--- config.mk ---
export PLATFORM = sky130hd
export DESIGN_NAME = frog_game_sequencer_flat
export DESIGN_NICKNAME = d
export VERILOG_FILES = /design/src/rtl/frog_game_sequencer_if.sv /design/src/rtl/frog_game_sequencer.sv /design/src/flat_wrapper.sv
export SDC_FILE = /design/constraint.sdc
export NUM_CORES = 1
export LEC_CHECK = 0
export BUFFER_PORTS_ARGS = -buffer_cell sky130_fd_sc_hd__buf_2
export CORE_MARGIN = 2
export CORE_UTILIZATION = 50
export DETAILED_ROUTE_END_ITERATION = 6
export PLACE_DENSITY_LB_ADDON = 0.15
export SLEW_MARGIN = 20
export SYNTH_ARGS = -nofsm -noshare
export SYNTH_HDL_FRONTEND = slang
export SYNTH_SLANG_ARGS = --single-unit
--- constraint.sdc ---
create_clock -name i_Clk -period 3.8 [get_ports i_Clk]
set_input_delay 0.57 -clock i_Clk [delete_from_list [all_inputs] [get_ports i_Clk]]
set_output_delay 0.57 -clock i_Clk [all_outputs]
set_load 0.05 [all_outputs]
--- src/rtl/frog_game_sequencer_if.sv ---
// frog_game_sequencer_if: game-flow inputs from switches/collision/video and status outputs to frog, cars and display
interface frog_game_sequencer_if;
  logic       i_Start;
  logic       i_Has_Collided;
  logic       i_Level_Up;
  logic       i_Frame_Tick;
  logic       o_Game_Active;
  logic       o_Respawn;
  logic [1:0] o_Lives;
  logic [3:0] o_Level;
  logic       o_Flash;
  logic       o_Game_Over;
  logic [2:0] o_State;
  modport master (
    output i_Start, i_Has_Collided, i_Level_Up, i_Frame_Tick,
    input  o_Game_Active, o_Respawn, o_Lives, o_Level, o_Flash, o_Game_Over, o_State
  );
  modport slave (
    input  i_Start, i_Has_Collided, i_Level_Up, i_Frame_Tick,
    output o_Game_Active, o_Respawn, o_Lives, o_Level, o_Flash, o_Game_Over, o_State
  );
endinterface

--- src/rtl/frog_game_sequencer.sv ---
// frog_game_sequencer: Frogger play flow (idle/running/dying/level-clear/game-over), lives, level and respawn
module frog_game_sequencer #(
  parameter int c_LIVES_INI    = 3,
  parameter int c_DEATH_FRAMES = 60,
  parameter int c_CLEAR_FRAMES = 30,
  parameter int c_MAX_LEVEL    = 15,
  parameter int c_FLASH_BIT    = 3,
  parameter int c_GRACE_CYCLES = 2
) (
  input logic                  i_Clk,
  input logic                  i_Reset,
  frog_game_sequencer_if.slave bus
);
  localparam int GW = $clog2(c_GRACE_CYCLES + 2);
  typedef enum logic [2:0] {
    IDLE        = 3'd0,
    RUNNING     = 3'd1,
    DYING       = 3'd2,
    LEVEL_CLEAR = 3'd3,
    GAME_OVER   = 3'd4
  } state_e;
  state_e        state_q, state_d;
  logic [1:0]    lives_q, lives_d;
  logic [3:0]    level_q, level_d;
  logic [7:0]    frame_q, frame_d;
  logic [GW-1:0] grace_q, grace_d;
  logic          start_q, respawn_q, active_q, flash_q, over_q;
  logic          start_rise, entering_run;
  assign start_rise   = bus.i_Start & ~start_q;
  assign entering_run = (state_d == RUNNING) && (state_q != RUNNING);
  always_comb begin
    state_d = state_q;
    lives_d = lives_q;
    level_d = level_q;
    frame_d = frame_q;
    grace_d = grace_q;
    case (state_q)
      IDLE: state_d = start_rise ? RUNNING : IDLE;
      RUNNING: begin
        grace_d = grace_q != '0 ? grace_q - GW'(1) : grace_q;
        if (grace_q == '0 && bus.i_Has_Collided) begin
          state_d = DYING;
          lives_d = lives_q - 2'd1;
        end else if (bus.i_Level_Up) begin
          state_d = LEVEL_CLEAR;
          level_d = level_q == 4'(c_MAX_LEVEL) ? level_q : level_q + 4'd1;
        end
      end
      DYING: if (bus.i_Frame_Tick) begin
        frame_d = frame_q + 8'd1;
        if (frame_q == 8'(c_DEATH_FRAMES - 1)) state_d = lives_q == 2'd0 ? GAME_OVER : RUNNING;
      end
      LEVEL_CLEAR: if (bus.i_Frame_Tick) begin
        frame_d = frame_q + 8'd1;
        if (frame_q == 8'(c_CLEAR_FRAMES - 1)) state_d = RUNNING;
      end
      GAME_OVER: if (start_rise) begin
        state_d = RUNNING;
        lives_d = 2'(c_LIVES_INI);
        level_d = '0;
      end
      default: begin
        state_d = IDLE;
        frame_d = '0;
        grace_d = '0;
      end
    endcase
    // every state entry restarts the frame count; RUNNING entry also arms the collision grace window
    if (state_d != state_q) frame_d = '0;
    if (entering_run) grace_d = GW'(c_GRACE_CYCLES);
  end
  always_ff @(posedge i_Clk) begin
    if (i_Reset) begin
      state_q   <= IDLE;
      lives_q   <= 2'(c_LIVES_INI);
      level_q   <= '0;
      frame_q   <= '0;
      grace_q   <= '0;
      start_q   <= 1'b0;
      respawn_q <= 1'b0;
      active_q  <= 1'b0;
      flash_q   <= 1'b0;
      over_q    <= 1'b0;
    end else begin
      state_q   <= state_d;
      lives_q   <= lives_d;
      level_q   <= level_d;
      frame_q   <= frame_d;
      grace_q   <= grace_d;
      start_q   <= bus.i_Start;
      respawn_q <= entering_run;
      active_q  <= state_d == RUNNING;
      flash_q   <= (state_d == DYING) && frame_d[c_FLASH_BIT];
      over_q    <= state_d == GAME_OVER;
    end
  end
  assign bus.o_State       = state_q;
  assign bus.o_Lives       = lives_q;
  assign bus.o_Level       = level_q;
  assign bus.o_Respawn     = respawn_q;
  assign bus.o_Game_Active = active_q;
  assign bus.o_Flash       = flash_q;
  assign bus.o_Game_Over   = over_q;
endmodule

--- src/flat_wrapper.sv ---
// flat-port wrapper written by rule: the top's interface ports become plain ports
module frog_game_sequencer_flat 
#(
  parameter int c_LIVES_INI    = 3,
  parameter int c_DEATH_FRAMES = 60,
  parameter int c_CLEAR_FRAMES = 30,
  parameter int c_MAX_LEVEL    = 15,
  parameter int c_FLASH_BIT    = 3,
  parameter int c_GRACE_CYCLES = 2
)
  (i_Clk, i_Reset, bus_i_Start, bus_i_Has_Collided, bus_i_Level_Up, bus_i_Frame_Tick, bus_o_Game_Active, bus_o_Respawn, bus_o_Lives, bus_o_Level, bus_o_Flash, bus_o_Game_Over, bus_o_State);
  frog_game_sequencer_if bus_i ();
  input logic i_Clk;
  input logic i_Reset;
  input wire logic [$bits(bus_i.i_Start)-1:0] bus_i_Start;
  input wire logic [$bits(bus_i.i_Has_Collided)-1:0] bus_i_Has_Collided;
  input wire logic [$bits(bus_i.i_Level_Up)-1:0] bus_i_Level_Up;
  input wire logic [$bits(bus_i.i_Frame_Tick)-1:0] bus_i_Frame_Tick;
  output wire logic [$bits(bus_i.o_Game_Active)-1:0] bus_o_Game_Active;
  output wire logic [$bits(bus_i.o_Respawn)-1:0] bus_o_Respawn;
  output wire logic [$bits(bus_i.o_Lives)-1:0] bus_o_Lives;
  output wire logic [$bits(bus_i.o_Level)-1:0] bus_o_Level;
  output wire logic [$bits(bus_i.o_Flash)-1:0] bus_o_Flash;
  output wire logic [$bits(bus_i.o_Game_Over)-1:0] bus_o_Game_Over;
  output wire logic [$bits(bus_i.o_State)-1:0] bus_o_State;
  assign bus_i.i_Start = bus_i_Start;
  assign bus_i.i_Has_Collided = bus_i_Has_Collided;
  assign bus_i.i_Level_Up = bus_i_Level_Up;
  assign bus_i.i_Frame_Tick = bus_i_Frame_Tick;
  assign bus_o_Game_Active = bus_i.o_Game_Active;
  assign bus_o_Respawn = bus_i.o_Respawn;
  assign bus_o_Lives = bus_i.o_Lives;
  assign bus_o_Level = bus_i.o_Level;
  assign bus_o_Flash = bus_i.o_Flash;
  assign bus_o_Game_Over = bus_i.o_Game_Over;
  assign bus_o_State = bus_i.o_State;
  frog_game_sequencer #(.c_LIVES_INI(c_LIVES_INI), .c_DEATH_FRAMES(c_DEATH_FRAMES), .c_CLEAR_FRAMES(c_CLEAR_FRAMES), .c_MAX_LEVEL(c_MAX_LEVEL), .c_FLASH_BIT(c_FLASH_BIT), .c_GRACE_CYCLES(c_GRACE_CYCLES)) u_core (.i_Clk(i_Clk), .i_Reset(i_Reset), .bus(bus_i));
endmodule
==> results.ini <==
[sta]
slew_headroom_pct = 60.7
timing.final.hold_violations = 0
finalSetupViolCount = 0
fin_setup_tns_ps = 0
tightest_slew_ps = 587
hold_ws_ps = 496
clock-skew-final_ps = 7.28
min_period_ps = 2140
final_max_slew_viol_count = 0
rsz0062_at_grt = no
fmax_mhz = 467
fin_crit_sh_pct = 56.4

[die]
initial_core_util_pct = 52.1
io_pins = 19
core_um2 = 2450
design.die.area_um2 = 2980
row_count = 18
die_h_um = 54.6
die-width_um = 54.6

[flow_run]
cap_violations = 0

[clock_network]
numClockSinks = 24
clkTransAtPathRegs_ps = 130
cts_buffers = 3
insertion_delay_ps = 320
cts_tree = done
cts_hold_buf = 0
root_buffer = clkbuf_4
h-tree-depth = 1
cts_setup_buffers = 0
cts_buffer_depth = 2
cts.repair.resized = 0

[place]
place_congestion = 0.900
io_buffers = 18
dpl.cell_count = 200
dpl.hpwl_mm = 2.06

[finish]
diodes = 0
fin_cells = 204
nets = 186
drive_above_1_share_pct = 16.1
fillers = 220
area_growth_pct = 11.6

[synthesis]
syn_inst = 156
ys_seq_area_share_pct = 37.6
synth-simple-area-share_pct = 30.0
syn_area_um2 = 1280
yosysWarningCount = 0
synth_xor_area_share_pct = 5.38
synth_cell_types = 41
syn_nets = 167
synth-edff-count = 0
synth_compound_area_share_pct = 16.6
synthAdderAreaFrac_pct = 4.89
ys_async_sr_fraction_pct = 0
syn_area_per_cell_um2 = 8.20
synth_top_family_by_area = simple AND/OR/NAND/NOR gates
yosys_most_used_dff = dfxtp_1
synth_seq_cells = 24
synthMuxAreaShare_pct = 0.783

[hold_path]
hp-start = u_core.bus.o_Level[1]$_SDFFE_PP0P_
hp-class = reg -> reg
hold_end = u_core.bus.o_Level[1]$_SDFFE_PP0P_
holdPathStages = 2

[pwr]
peakVddDrop_mv = 0.222
p_leak_uw = 0.000582
power_density_nw_per_um2 = 394

[setup_path]
crit_required_ps = 4000
worst_r2r_endpoint = u_core.frame_q[4]$_SDFFE_PP0P_
cp-end-kind = register
reg2reg_depth = 5
crit_arrival_ps = 2340
critical_path.cell_chain = nor2_1 -> a222oi_1 -> o21ai_4 -> xnor2_2 -> nor3_1
crit_buf_inv = 0
rr_startpoint = u_core.bus.o_State[1]$_SDFF_PP0_
crit_path_max_incr_delay_ps = 630
crit_slowest_cell = dfxtp_1
cp_max_fo = 14
reg2reg_slack_ps = 1660
critical_path_class = reg -> reg
critPathTopFamily = compound AO/OA/AOI/OAI gates
startpoint_type = register
path_depth = 5

[global_route]
track_usage_pct = 21.1
overflow = 0
grt_first_pass_wirelength_mm = 4.57
antenna_found_initial = 0
grt_pass1_vias = 1114
grt_start_max_net_pins = 17

[drt]
routedWlPerCell_um = 14.0
route.met2.wl_mm = 1.36
detail_route.wirelength_mm = 2.85
highest_layer = met4
drcViolationCount = 0
route.met3.wl_um = 147
wl_met1_mm = 1.30
drtAntennaViolNets = 0
vias = 1203
first_iter_violations = 29
via_per_inst = 5.90
dr.pass1.iters = 4

[run_status]
status = completed

## routing by layer
layer	global-route usage [%]	up-vias
met5	0	-
met4	10.8	0
met3	2.46	6
met2	34.3	57
met1	27.2	545
li1	-	595
## tightest hold or removal path: cells and delay by family (launching register included)
kind / cells / cell delay, ps
AND/OR/NAND/NOR: 1 / 60
AO/OA/AOI/OAI: 1 / 50
flip-flops: 1 / 360
## stage by stage
stage / power, uW / util, % / setup WS (ps) / instance area (um2)
final: 563 / 58.2 / 1660 / 1430
after global routing: 592 / 58.2 / 1310 / 1430
after CTS: 568 / 58.2 / 1660 / 1430
after detailed placement: 431 / 56.7 / 1500 / 1390
after global placement: 427 / 56.7 / 1540 / 1390
after floorplan: 396 / - / 1590 / 1280
## synth_stat cells, types with 2 or more instances
library cell,count,area (um2)
a211oi_1,2,15.0
a21oi_1,12,60.1
a31oi_1,2,12.5
clkbuf_1,4,15.0
dfxtp_1,24,480
ha_1,5,62.6
inv_1,12,45.0
nand2_1,12,45.0
nand2b_1,5,31.3
nand3_1,8,40.0
nand4_1,2,12.5
nor2_1,12,45.0
nor2b_1,6,37.5
nor3_1,13,65.1
nor4_1,2,12.5
o21ai_0,5,25.0
or2_2,2,12.5
xnor2_1,3,26.3
xor2_1,3,26.3
## kinds of logic (layout without fill, tap and decap cells)
| group | after synthesis | count (layout) |
|---|---|---|
| mux | 1 | 1 |
| fa+ha+maj | 5 | 5 |
| buf+inv | 16 | 34 |
| flops | 24 | 24 |
| simple gates | 71 | 71 |
| compound gates | 32 | 32 |
| xor+xnor | 7 | 7 |
## sequential cells by signal, summed over array words and instances (netlist names)
| register | flops |
|---|---|
| u_core.bus.o_Game_Over | 1 |
| u_core.bus.o_Lives | 2 |
| u_core.bus.o_State | 3 |
| u_core.bus.o_Flash | 1 |
| u_core.bus.o_Level | 4 |
| u_core.bus.o_Game_Active | 1 |
| u_core.bus.o_Respawn | 1 |
| u_core.start_q | 1 |
| u_core.frame_q | 8 |
| u_core.grace_q | 2 |
## worst max-delay path by stage
stage	from	end
2_1_floorplan	u_core.bus.o_State[0]$_SDFF_PP0_	u_core.frame_q[0]$_SDFFE_PP0P_
3_3_place_gp	bus_i_Frame_Tick	u_core.frame_q[1]$_SDFFE_PP0P_
3_5_place_dp	bus_i_Frame_Tick	u_core.frame_q[5]$_SDFFE_PP0P_
4_1_cts	u_core.bus.o_State[1]$_SDFF_PP0_	u_core.frame_q[5]$_SDFFE_PP0P_
5_1_grt	u_core.bus.o_State[1]$_SDFF_PP0_	u_core.frame_q[4]$_SDFFE_PP0P_
6_report	u_core.bus.o_State[1]$_SDFF_PP0_	u_core.frame_q[4]$_SDFFE_PP0P_
## where the power goes
part	switching, uW	total, uW	internal, uW
logic	99.1	146	46.6
clock network	77.8	136	58.6
registers	15.7	280	265
## area by class of cell
type | instances | area, um2 | area share [%]
multi-input cells | 116 | 738 | 51.7
flip-flops and latches | 24 | 480 | 33.7
repair buffers | 18 | 90.1 | 6.31
inverters | 12 | 45.0 | 3.16
well taps | 30 | 37.5 | 2.63
clock buffers | 4 | 36.3 | 2.54
## cells in the final DEF, fill, tap and decap left out, types with 2 or more instances in the layout
cell type | netlist | final
a211oi_1 | 2 | 2
a21oi_1 | 12 | 12
a31oi_1 | 2 | 2
buf_2 | 0 | 18
clkbuf_4 | 0 | 3
dfxtp_1 | 24 | 24
ha_1 | 5 | 5
inv_1 | 12 | 12
nand2_1 | 12 | 12
nand2b_1 | 5 | 5
nand3_1 | 8 | 8
nand4_1 | 2 | 2
nor2_1 | 12 | 12
nor2b_1 | 6 | 6
nor3_1 | 13 | 13
nor4_1 | 2 | 2
o21ai_0 | 5 | 5
or2_2 | 2 | 2
xnor2_1 | 3 | 3
xor2_1 | 3 | 3
Note: power is estimated with default switching activity, not from simulation.
